[src/rtl/led_fader_if.sv]
// LED fader port bundle: pattern request in, dimmed pins and busy out.
// The master side drives the pattern; the fader is the slave.
interface led_fader_if;
  logic [5:0] pattern_in;
  logic [5:0] led;
  logic       busy;

  modport master (
    output pattern_in,
    input  led,
    input  busy
  );

  modport slave (
    input  pattern_in,
    output led,
    output busy
  );
endinterface

[src/rtl/led_fader.sv]
// Six-channel LED fader: each channel ramps its 8-bit brightness toward
// full-on or off one step per prescaler tick, and PWM-dims its pin.
module led_fader #(
  parameter int unsigned RAMP_DIV   = 52734,
  parameter bit          ACTIVE_LOW = 1'b1
) (
  input  logic        clk,
  input  logic        rst,
  led_fader_if.slave  bus
);

  localparam logic [23:0] PRE_MAX = 24'(RAMP_DIV - 1);

  logic [5:0]  pat_q;
  logic [7:0]  lvl_q [6];
  logic [7:0]  lvl_d [6];
  logic [23:0] pre_q;
  logic [23:0] pre_d;
  logic [7:0]  pwm_q;
  logic [5:0]  led_q;
  logic [5:0]  led_d;
  logic [5:0]  diff;
  logic        tick;

  assign tick  = (pre_q == PRE_MAX);
  assign pre_d = tick ? 24'd0 : pre_q + 24'd1;

  // diff doubles as the saturation guard: no step once the target is met
  always_comb begin
    diff  = '0;
    led_d = '0;
    for (int i = 0; i < 6; i++) begin
      diff[i]  = (lvl_q[i] != {8{pat_q[i]}});
      lvl_d[i] = lvl_q[i];
      if (tick && diff[i]) begin
        lvl_d[i] = pat_q[i] ? lvl_q[i] + 8'd1
                            : lvl_q[i] - 8'd1;
      end
      led_d[i] = ((lvl_q[i] == 8'hFF) ||
                  (lvl_q[i] > pwm_q)) ^ ACTIVE_LOW;
    end
  end

  always_ff @(posedge clk or posedge rst) begin
    if (rst) begin
      pat_q <= '0;
      pre_q <= '0;
      pwm_q <= '0;
      led_q <= {6{ACTIVE_LOW}};
      for (int i = 0; i < 6; i++) begin
        lvl_q[i] <= '0;
      end
    end else begin
      pat_q <= bus.pattern_in;
      pre_q <= pre_d;
      pwm_q <= pwm_q + 8'd1;
      led_q <= led_d;
      for (int i = 0; i < 6; i++) begin
        lvl_q[i] <= lvl_d[i];
      end
    end
  end

  assign bus.led  = led_q;
  assign bus.busy = |diff;

endmodule

[src/flat_wrapper.sv]
// flat-port wrapper written by rule: the top's interface ports become plain ports
module led_fader_flat 
#(
  parameter int unsigned RAMP_DIV   = 52734,
  parameter bit          ACTIVE_LOW = 1'b1
)
  (clk, rst, bus_pattern_in, bus_led, bus_busy);
  led_fader_if bus_i ();
  input  logic clk;
  input  logic rst;
  input wire logic [$bits(bus_i.pattern_in)-1:0] bus_pattern_in;
  output wire logic [$bits(bus_i.led)-1:0] bus_led;
  output wire logic [$bits(bus_i.busy)-1:0] bus_busy;
  assign bus_i.pattern_in = bus_pattern_in;
  assign bus_led = bus_i.led;
  assign bus_busy = bus_i.busy;
  led_fader #(.RAMP_DIV(RAMP_DIV), .ACTIVE_LOW(ACTIVE_LOW)) u_core (.clk(clk), .rst(rst), .bus(bus_i));
endmodule
[config.mk]
export PLATFORM = sky130hd
export DESIGN_NAME = led_fader_flat
export DESIGN_NICKNAME = d
export VERILOG_FILES = /design/src/rtl/led_fader_if.sv /design/src/rtl/led_fader.sv /design/src/flat_wrapper.sv
export SDC_FILE = /design/constraint.sdc
export NUM_CORES = 1
export LEC_CHECK = 0
export CAP_MARGIN = 25
export CELL_PAD_IN_SITES_DETAIL_PLACEMENT = 0
export CELL_PAD_IN_SITES_GLOBAL_PLACEMENT = 2
export CORE_AREA = 2 2 169 121
export DETAILED_ROUTE_END_ITERATION = 8
export DIE_AREA = 0 0 171 123
export HOLD_SLACK_MARGIN = 0.06
export PLACE_DENSITY = 0.79
export SYNTH_ARGS = -nofsm -noshare
export SYNTH_HDL_FRONTEND = slang
export SYNTH_SLANG_ARGS = --single-unit
[constraint.sdc]
create_clock -name clk -period 8.68 [get_ports clk]
set_input_delay 1.736 -clock clk [delete_from_list [all_inputs] [get_ports clk]]
set_output_delay 1.736 -clock clk [all_outputs]
set_load 0.02 [all_outputs]
==> summary.md <==
| Metric | Value |
|---|---|
| Via-to-Cell Ratio | `5.30` |
| Cell Count, Final, Fillers Out | `a little under 1000` |
| Fin worst setup slack | `4.13 ns` |
| Fin crit period | `approximately 4.5 ns` |
| Seq/Total Area, Yosys | `0.345` |
| Total power | `913 µW` |
| Crit path top cell by count | `nand4_1` |
| Synth warn | `0` |
| Peak VDD IR | `about 0.00011 V` |
| Vias in the first global route | `approximately 5200` |
| CP Cell Sequence | `inv_1 > ha_1 > nand4_1 > a211o_1 > nor2_1 > nand4_1 > clkdlybuf4s50_1` |
| Setup crit end kind | `output port` |
| Cell taking the most area after synthesis | `dfrtp_1` |
| Max FO, Critical Path | `8` |
| # setup viols final | `0` |
| Clk_lat worst skew | `0.35 ns` |
| Routed Antenna Nets | `0` |
| CP Launch Type | `flop` |
| Critical path class | `reg -> out` |
| R2R depth | `6` |
| TritonCTS clock tree | `yes` |
| Global-route wire length before repair | `around 26000 µm` |
| Top post-synthesis cells by area | `dfrtp_1, ha_1, nand4_1, xnor2_1, xor2_1` |
| Synth Net Count | `802` |
| Flops & latches, synth | `92` |
| Status | `finished clean` |
| Share of flip-flops with an asynchronous set or reset | `1.00` |
| Synth Instances | `about 700` |
| Fin area | `around 0.0075 mm²` |
| Share of cells above drive strength 1 | `0.0760` |
| CTS HTree Levels | `3` |
| Clk_skew | `roughly 0.0087 ns` |
| Crit path DAT | `between 2 and 3 ns` |
| Postcts setup bufs | `0` |
| Via count | `5264` |
| Slew Limit Headroom | `0.402` |
| Post-Place Cells | `978` |
| Initial DRC count | `~270` |
| Number of buffers created by CTS | `9` |
| Slew Limit Fails | `0` |
| Clk sink count | `92` |
| Drt first pass iters | `5` |
| I/O Pins | `15` |
| Hold path startpoint | `u_core.pwm_q[7]$_DFF_PP0_` |
| Initial Util | `0.344` |
| Critical path required time | `just under 7 ns` |
| Root Driver | `clkbuf_16` |
| Core Region | `around 0.019 mm²` |
| Setup WS pre-CTS | `about 4.5 ns` |
| Post-synth top cells | `ha_1, dfrtp_1, nand2_1, nor2_1, nand4_1` |
| Max-cap violation count | `0` |
| GR Util All Layers | `0.159` |
| Antenna fix cells | `0` |
| Unrepaired setup endpoints after global routing | `false` |
| Routability cong. | `slightly below 0.9` |
| Power per Cell Area | `around 120 mW/mm²` |
| Initial antenna violation count | `0` |
| Worst-margin pin slew | `around 0.89 ns` |
| Unique masters post-synth | `55` |
| FF-to-FF setup slack | `~6 ns` |
| RR Startpoint | `u_core.pat_q[1]$_DFF_PP0_` |
| Endpoint, Worst Hold | `u_core.pwm_q[7]$_DFF_PP0_` |
| Reg clk slew, reported paths | `0.07 ns` |
| Synth top area share | `0.322` |
| WL final | `about 16000 µm` |
| Die footprint | `0.0210 mm²` |
| Hold Fails Final Rpt | `0` |
| Final Net Count | `820` |
| DP Area | `around 0.0071 mm²` |
| Netlist Area Pre-Place | `~0.0067 mm²` |
| Hold Path Class | `reg -> reg` |
| Commonest register cell after synthesis | `dfrtp_1` |
| P&R area growth vs syn | `11.4%` |
| Cts hold-fix bufs | `0` |
| Worst reg2reg endpoint | `u_core.lvl_q[33]$_DFFE_PP0P_` |
| Mean post-synth cell area | `between 9 and 10 µm²` |
| Pin count of the biggest net entering global routing | `68` |
| Max Clk Rate | `between 0.2 and 0.25 GHz` |
| DRC viols | `0` |
| Worst path slowest cell | `clkdlybuf4s50_1` |
| GRT Residual Overflow | `0` |
| Final period util | `0.524` |
| EDFF count, synth | `0` |
| HPWL after DPL | `11500 µm` |
| Final setup TNS | `0 ns` |
| Avg WL per Cell | `15.7 µm` |
| Post-CTS Resized | `0` |
| # port buffers | `14` |
| Die Ht | `123 µm` |
| Most numerous cell in the Yosys netlist | `ha_1` |
| Die W | `roughly 170 µm` |
| Static leakage | `approximately 0.0034 µW` |
| Cell Rows | `43` |
| Worst hold path depth | `1` |
| Clock tree buffer depth | `2` |
| Largest stage delay, worst path | `approximately 0.60 ns` |
worst max-delay path: cells and delay by family, from the launching register on:
family,cells,cell delay [ns]
simple gates,3,0.42
fa+ha+maj,1,0.47
flops,1,0.43
buf+inv,2,0.78
compound gates,1,0.37
how the worst max path moves through the flow:
stage                         startpoint                     endpoint  slack [ns]
5_1_grt        u_core.pat_q[0]$_DFF_PP0_                     bus_busy        3.97
2_1_floorplan                        rst  u_core.lvl_q[0]$_DFFE_PP0P_        4.56
3_3_place_gp   u_core.pat_q[0]$_DFF_PP0_                     bus_busy        4.54
4_1_cts        u_core.pat_q[0]$_DFF_PP0_                     bus_busy        4.11
3_5_place_dp   u_core.pat_q[0]$_DFF_PP0_                     bus_busy        4.50
6_report       u_core.pat_q[0]$_DFF_PP0_                     bus_busy        4.13
cell usage in the layout (no fill, tap or decap), types with 3 or more instances in the layout:
cell	count
nor3_1	13
a311o_1	8
ha_1	87
nand4_1	44
nor2b_1	10
dfstp_2	6
mux2_2	20
a211oi_1	11
a31oi_1	3
a21boi_0	6
or4_1	4
and2_1	4
nand2b_1	4
nand3b_1	4
and3_1	5
buf_4	3
o211ai_1	6
nand3_1	24
xor2_1	27
nand2_1	54
nor4_1	5
a211o_1	4
inv_1	37
xnor2_1	29
or4b_2	3
a21oi_1	37
fa_1	6
o21a_1	7
o21ai_0	31
nand3_2	3
dfrtp_1	86
or3_1	7
clkdlybuf4s50_1	14
a21o_1	22
clkbuf_16	9
nor2_1	51
logic make-up after synthesis:
group,count (synthesis),synth area share
buffers and inverters,48,0.0299
adder cells (fa/ha/maj),93,0.181
multiplexers,22,0.0367
XOR/XNOR,56,0.0733
AO/OA/AOI/OAI,145,0.141
AND/OR/NAND/NOR,245,0.193
flip-flops,92,0.345
area by class of cell:
type,instances,area (µm²)
clock buffer,12,246
clock inverter,4,73.8
fill,1966,12000
inverter,38,145
multi-input combinational,561,4180
sequential,92,2310
tap,270,338
timing repair buffer,17,163
sequential cells by signal, summed over array words and instances, names as in the netlist:
signal          cells
u_core.bus.led      6
u_core.lvl_q       48
u_core.pat_q        6
u_core.pre_q       24
u_core.pwm_q        8
stage by stage:
| stage | utilization | hold slack, ns |
|---|---|---|
| global route | 0.383 | 0.505 |
| finish | 0.383 | 0.469 |
| detailed placement | 0.366 | 0.468 |
| CTS | 0.383 | 0.477 |
| global placement | 0.366 | 0.458 |
| floorplan | - | 0.439 |
per-layer routing:
layer  global-route usage  share of wire  vias to the layer above
li1                     -              -                     2605
met1                0.219           0.51                     2570
met2                0.251           0.44                       79
met3               0.0391          0.040                       10
met4               0.0371         0.0087                        0
met5                    0              0                        -
power breakdown:
group | switching (µW) | leakage, µW | internal, µW
registers | 2.06 | 0.00122 | 430
clock network | 173 | 0.000157 | 261
logic | 29.9 | 0.00200 | 17.2
total | 205 | 0.00338 | 709
Note: power is estimated with default switching activity, not from simulation.
